### config.mk
export PLATFORM = sky130hd
export DESIGN_NAME = major_state_seq
export DESIGN_NICKNAME = d
export VERILOG_FILES = /design/src/rtl/major_state_seq.sv
export SDC_FILE = /design/constraint.sdc
export NUM_CORES = 1
export LEC_CHECK = 0
export BUFFER_PORTS_ARGS = -buffer_cell sky130_fd_sc_hd__buf_2
export CAP_MARGIN = 20
export CORE_ASPECT_RATIO = 0.75
export CORE_MARGIN = 1.5
export CORE_UTILIZATION = 43
export CTS_CLUSTER_SIZE = 10
export DETAILED_ROUTE_END_ITERATION = 7
export PLACE_DENSITY = 0.79
export SETUP_SLACK_MARGIN = 0.15
export SYNTH_ARGS = -nofsm -noshare
export SYNTH_HDL_FRONTEND = slang
export SYNTH_SLANG_ARGS = --single-unit
### constraint.sdc
create_clock -name clk -period 1.5 [get_ports clk]
set_input_delay 0.075 -clock clk [delete_from_list [all_inputs] [get_ports clk]]
set_output_delay 0.075 -clock clk [all_outputs]
set_load 0.02 [all_outputs]
### src/rtl/major_state_seq.sv
// major_state_seq: major-state sequencer for the PDP-8e core.
// Steps each instruction through Fetch (F0-F3), optional Defer (D0-D3) and
// optional Execute (E0-E3). It parks in Halt (H0-H3) when the machine must
// stop. While halted it turns front-panel requests into strobes that span
// H1-H2.
//
// Ports:
//   clk         system clock, rising edge
//   reset       asynchronous, active-low reset
//   instruction current instruction word from ma, bit 0 = MSB (valid from F1)
//   halt_sw     front-panel HALT level
//   sing_step   front-panel SINGLE STEP level
//   cont_sw     CONTINUE request pulse
//   loadd_sw    LOAD ADDRESS request pulse
//   depd_sw     DEPOSIT request pulse
//   examd_sw    EXAMINE request pulse
//   state       major state code (F0=0 .. H3=15)
//   run         high outside H0-H3
//   addr_loadd  load-address strobe (H1-H2)
//   depd        deposit strobe (H1-H2)
//   examd       examine strobe (H1-H2)
//   instr_done  high on the final state of each completed instruction
module major_state_seq (
  input  logic        clk,
  input  logic        reset,
  input  logic [0:11] instruction,
  input  logic        halt_sw,
  input  logic        sing_step,
  input  logic        cont_sw,
  input  logic        loadd_sw,
  input  logic        depd_sw,
  input  logic        examd_sw,
  output logic [3:0]  state,
  output logic        run,
  output logic        addr_loadd,
  output logic        depd,
  output logic        examd,
  output logic        instr_done
);

  localparam logic [3:0] F0 = 4'd0,  F1 = 4'd1,  F2 = 4'd2,  F3 = 4'd3;
  localparam logic [3:0] D0 = 4'd4,  D1 = 4'd5,  D2 = 4'd6,  D3 = 4'd7;
  localparam logic [3:0] E0 = 4'd8,  E1 = 4'd9,  E2 = 4'd10, E3 = 4'd11;
  localparam logic [3:0] H0 = 4'd12, H1 = 4'd13, H2 = 4'd14, H3 = 4'd15;

  localparam logic [1:0] SEL_NONE  = 2'd0;
  localparam logic [1:0] SEL_LOADD = 2'd1;
  localparam logic [1:0] SEL_DEPD  = 2'd2;
  localparam logic [1:0] SEL_EXAMD = 2'd3;

  logic [3:0] state_next;
  logic [2:0] ir_op;       // opcode captured in F3, used by the D3 decision
  logic [2:0] pend;        // {loadd, depd, examd} pending panel requests
  logic [2:0] pend_clr;
  logic [1:0] pick;
  logic [1:0] sel;         // request being serviced in the current H cycle
  logic       pend_cont;
  logic       halted;
  logic       halt_req;
  logic       cont_eval;
  logic [2:0] cur_op;
  logic       cur_i;
  logic       is_hlt;
  logic       to_defer;
  logic       to_exec;

  assign cur_op   = instruction[0:2];
  assign cur_i    = instruction[3];
  // Group-2 operate HLT: opcode 7 with bit 3 (group 2) and bit 10 (HLT) set.
  assign is_hlt   = (cur_op == 3'd7) && instruction[3] && instruction[10];
  assign to_defer = (cur_op <= 3'd5) && cur_i;
  assign to_exec  = (cur_op <= 3'd4);
  assign halted   = state[3] & state[2];
  assign halt_req = halt_sw | sing_step;
  // A continue is only considered once the H cycle carried no panel
  // operation and nothing else is queued behind it.
  assign cont_eval = (state == H3) && pend_cont && (sel == SEL_NONE) && (pend == 3'b000);

  // State register
  always_ff @(posedge clk or negedge reset) begin
    if (!reset) state <= H0;
    else        state <= state_next;
  end

  // Next-state logic
  always_comb begin
    state_next = state + 4'd1;
    case (state)
      F3: begin
        if (to_defer)                 state_next = D0;
        else if (to_exec)             state_next = E0;
        else if (is_hlt || halt_req)  state_next = H0;
        else                          state_next = F0;
      end
      D3: begin
        if (ir_op <= 3'd4)            state_next = E0;
        else                          state_next = halt_req ? H0 : F0;
      end
      E3:                             state_next = halt_req ? H0 : F0;
      H3:                             state_next = (cont_eval && !halt_sw) ? F0 : H0;
      default:                        state_next = state + 4'd1;
    endcase
  end

  // Output logic
  always_comb begin
    run        = ~halted;
    instr_done = 1'b0;
    if (state == F3 && !to_defer && !to_exec) instr_done = 1'b1;
    if (state == D3 && ir_op > 3'd4)          instr_done = 1'b1;
    if (state == E3)                          instr_done = 1'b1;
    addr_loadd = (sel == SEL_LOADD) && (state == H1 || state == H2);
    depd       = (sel == SEL_DEPD)  && (state == H1 || state == H2);
    examd      = (sel == SEL_EXAMD) && (state == H1 || state == H2);
  end

  // Priority pick of the pending panel request, taken at H0
  always_comb begin
    pick     = SEL_NONE;
    pend_clr = 3'b000;
    if (state == H0) begin
      if (pend[2])      begin pick = SEL_LOADD; pend_clr = 3'b100; end
      else if (pend[1]) begin pick = SEL_DEPD;  pend_clr = 3'b010; end
      else if (pend[0]) begin pick = SEL_EXAMD; pend_clr = 3'b001; end
    end
  end

  // Panel request and continue bookkeeping
  always_ff @(posedge clk or negedge reset) begin
    if (!reset) begin
      pend      <= 3'b000;
      sel       <= SEL_NONE;
      pend_cont <= 1'b0;
    end else begin
      pend <= (pend & ~pend_clr) |
              (halted ? {loadd_sw, depd_sw, examd_sw} : 3'b000);
      if (state == H0)      sel <= pick;
      else if (state == H3) sel <= SEL_NONE;
      // Consuming the continue (taken or refused by halt_sw) wins over a new
      // pulse so a stale flag never survives into the run.
      if (cont_eval)                pend_cont <= 1'b0;
      else if (halted && cont_sw)   pend_cont <= 1'b1;
    end
  end

  // Opcode capture for the D3 decision (datapath register, no reset)
  always_ff @(posedge clk) begin
    if (state == F3) ir_op <= cur_op;
  end

endmodule
# After elaboration in Yosys (flattened, before gate mapping)

Cells that the tools add are included.

Input bits: 20
Output and inout bits: 9
Register bits after elaboration: 13
Logic and storage cells: 72

Bitwise gates (word level): 6
$add $sub $neg: 1
$lt $le $gt $ge: 4
Eq/ne operators: 11
Mux-type cells: 22
Reduce and logical (&&, ||, !) cells: 23

Operators by type and width:

| cell                                                            | count |
|---|---|
| 4-bit 2-to-1 mux                                                | 6 |
| 4-bit == test, second input constant                            | 5 |
| 4-bit one-hot mux with 4 select lines                           | 1 |
| 1-bit logical AND                                               | 14 |
| 2-bit 2-to-1 mux                                                | 6 |
| 3-bit less-or-equal comparator, second input constant           | 3 |
| 3-bit 2-to-1 mux                                                | 3 |
| 1-bit 2-to-1 mux                                                | 6 |
| 4-bit by 1-bit adder with 4-bit output, second input constant   | 1 |
| 2-bit == test, second input constant                            | 2 |
| 4-bit by 2-bit == test with 1-bit output, second input constant | 1 |
| 4-bit by 3-bit == test with 1-bit output, second input constant | 1 |
| 2-bit nonzero test                                              | 2 |
| 3-bit AND                                                       | 1 |
| 3-bit == test, second input constant                            | 1 |
| 3-bit > comparator, second input constant                       | 1 |
| 1-bit logical NOT                                               | 3 |
| 3-bit logical NOT                                               | 1 |
| 3-bit NOT                                                       | 1 |
| 3-bit OR                                                        | 1 |
| 2-bit by 1-bit == test with 1-bit output, second input constant | 1 |
| 2-bit logical NOT                                               | 1 |
| 1-bit logical OR                                                | 2 |
| 1-bit AND                                                       | 1 |
| 2 further kinds                                                 | 2 |

# Longest topological paths before layout

Depth after elaboration: 8
Depth in mapped cells: 6
Depth with buffers taken out: 6

# Worst setup path before layout

OpenSTA, ideal clock, no wires.

Path kind: reg2out
Start point: reg state[3]
End point: out depd
Cell stages (with the launch flop): 6
Path buffers: 2
Arrival: 1.651 ns
Setup slack: -0.226 ns
Required time: 1.425 ns
Cell sequence: dfstp_2 > clkbuf_1 > and2_1 > buf_2 > o21ai_0 > nor3_1

Longest elaborated chain between the ends: 3
Elaborated cells between the ends (all ways): 4
Classes of those cells: eq/ne (2); reduce/logical (2)

RTL lines:

| element                  | line | text |
|---|---|---|
| start: declaration       | 33   | `output logic [3:0] state,` |
| start signal: assignment | 82   | `else state <= state_next;` |
| 4-bit == test            | 113  | `depd = (sel == SEL_DEPD) && (state == H1 \|\| state == H2);` |
| 1-bit logical OR *       | 113  |  |
| 1-bit logical AND *      | 113  |  |
| end: declaration         | 36   | `output logic depd,` |

Every way passes the cells marked *; elsewhere a longest branch is shown, timed or not.

# Worst setup path in the final report

Start point: reg sel[1]
End point: reg state[3]

Longest elaborated chain between the ends: 6

RTL lines:

| element                               | line | text |
|---|---|---|
| start: declaration                    | 56   | `logic [1:0] sel;` |
| start signal: assignment              | 137  | `if (state == H0) sel <= pick;` |
| 2-bit logical NOT                     | 77   | `assign cont_eval = (state == H3) && pend_cont && (sel == SEL_NONE) && (pend == 3'b000);` |
| 1-bit logical AND (2 in series)       | 77   |  |
| 1-bit logical AND                     | 100  | `H3: state_next = (cont_eval && !halt_sw) ? F0 : H0;` |
| 4-bit 2-to-1 mux                      | 100  |  |
| 4-bit one-hot mux with 4 select lines | 88   | `case (state)` |
| via state_next[3]                     | 51   | `logic [3:0] state_next;` |

The timed path passes the listed nets, and every way through them passes these cells.
A chain may end at the register's enable or synchronous reset.

==> out/results.ini <==
[status]
status=finished, violations left
violations=setup timing

[worst_setup_path]
worstPathMaxFanout=2
cp.arrival_ns=1.82
critPathLaunchType=flip-flop
crit_required_ns=1.71
cp-end-kind=flip-flop
path_class=flip-flop to flip-flop

[timing]
min_period_over_period=1.08
hold_viol_final=0
finalSetupViolCount=4
fmax_mhz=620
maxSlewViolCount=0
worst_hold_slack_ns=0.0253
maxSlewHeadroom=0.824
fin_worst_skew_ns=0.00474
rsz0062_at_grt=true
tightest_slew_ns=0.262
period_minus_slack_ns=1.61
layout_setup_ws_ns=-0.114

[synthesis]
syn_area_um2=797
synthTopCellsByCount=9 x nor2_1, 9 x o21ai_0, 8 x dfrtp_1, 6 x inv_1, 6 x nand2_1
synth_largest_area_cell=dfrtp_1
syn_nets=108
ys_seq_area_frac=0.430
yosys_warnings=0
synth_cell_types=34
avgSynthCellArea_um2=9.49
ys_top_cells_by_area=dfrtp_1 25%, edfxtp_1 11%, dfstp_2 6.6%
netlist_instances=84
synth-main-ff-cell=dfrtp_1
async_flop_share=0.769
synth-edff-count=3
yosys.area.top_type_share=0.251
ys_ff_latch=13

[clock_network]
cts_buffers=3
clockRootBuffer=clkbuf_4
cts_tree=built
clk_path_buf_depth=2
clkLatencyLatePin_ns=0.28
path_clk_slew_ns=0.08
cts.sinks=13
htree_levels=1

[floorplanning]
core-area_um2=1740
initial_core_util=0.458
dieArea_um2=2120
die_w_um=52.7
die_h_um=40.3
io_pins=29
rows=13

[final_layout]
final_core_util=0.743
drive_above_1_share=0.543
fillers=100
diodes=0
nets=154
areaGrowthSynthToFinish_pct=62.2
stdcell_count=151

[placement]
gp_congestion=0.779
io_buffers=21
post-dp-hpwl_um=1440
post-place-cells=131

[global_route]
antenna_found_initial=0
grt.total_usage=0.256
grt_max_degree=11
gr-total-overflow=0
grt_pass1_vias=726
grt_pass1_wl_um=3720

[drt]
dr.pass1.iters=4
drt_iter0_markers=26
wl_per_cell_um=15.6
routed.top_layer=met4
ant_nets=0
drt_wl_total_um=2360
routed-wl-met2_um=1200
dr_wl_met3_um=127
vias=832
drc=0
vias_per_cell=5.51
wl_met1_um=1010

[flow_run]
cap_violations=0

[power_and_ir_drop]
power_density_nw_per_um2=1420
peakVddDrop_v=0.00115
p_leak_nw=0.554
total_power_mw=1.84

[hold_path]
min_path_type=input pin to flip-flop

[worst paths after layout]
path                               start   endpoint  slack, ns  cells after the start
worst max-delay path              sel[1]   state[3]      -0.11                      4
worst min-delay path            loadd_sw    pend[2]       0.03                      2
worst max register to register    sel[1]   state[3]      -0.11                      4
worst min register to register   pend[2]    pend[2]       0.63                      2
max in group asynchronous          reset   state[2]       1.04                      2
min in group asynchronous          reset  pend_cont       0.19                      2
[layer usage]
metal  up-vias  track usage
met5         -            0
met4         0       0.0641
met3         6       0.0597
met2        32        0.428
met1       403        0.341
li1        391            -
[cell usage in the layout, fill, tap and decap left out, types with 3 or more instances in the layout]
cell type / count
dfrtp_1: 6
a21oi_1: 4
o21ai_1: 4
ha_4: 4
edfxtp_1: 3
o21ai_2: 3
buf_6: 11
inv_1: 3
buf_4: 17
dlygate4sd3_1: 3
nand2_1: 5
buf_2: 14
clkbuf_4: 3
nor2_1: 7
[worst max-delay path, cell delays in order (launching register included)]
cell,delay (ns)
dfrtp_1,0.40
or4b_4,0.57
nor4_4,0.18
a21oi_1,0.10
a311o_1,0.29
[final cells by class]
cell class              count  area [µm²]  area share
clock buffers               4        26.3      0.0203
well taps                  22        27.5      0.0213
multi-input cells          61         509       0.394
flip-flops and latches     13         345       0.267
inverters                   6        32.5      0.0252
repair buffers             45         352       0.272
[report_power, final]
part           leakage [nW]  switching, mW  total [mW]  internal [mW]
Clock                0.0150          0.115       0.219          0.103
Combinational         0.405          0.503        1.06          0.556
Sequential            0.134         0.0980       0.557          0.459
Total                 0.554          0.716        1.84           1.12
[state kept, by name, indices dropped and copies added, names as in the netlist]
register   cells
ir_op          3
sel            2
state          4
pend           3
pend_cont      1
[stage by stage]
step	area [µm²]	TNS, ns	worst slack [ns]
global route	1290	-0.705	-0.164
detailed placement	971	-0.252	-0.129
global placement	971	-0.154	-0.0916
floorplan	826	-0.145	-0.0734
CTS	1170	-0.202	-0.0628
finish	1290	-0.240	-0.114
[cells by family (layout without fill, tap and decap cells)]
family	count (synthesis)	in the layout	share of synthesized area
buffers and inverters	10	55	0.0675
flip-flops	13	13	0.430
adder cells (fa/ha/maj)	4	4	0.0628
AND/OR/NAND/NOR	29	29	0.206
XOR/XNOR	1	1	0.0110
AO/OA/AOI/OAI	27	27	0.223
[repair_timing]
item / CTS / global route
pin swaps: 5 / 6
hold buffers: 2 / 1
endpoints found under the hold margin: 11 / 1
resized for setup: 30 / 22
endpoints found under the setup margin: 13 / 16
buffers inserted: 7 / 6
(Power assumes the default switching activity.)
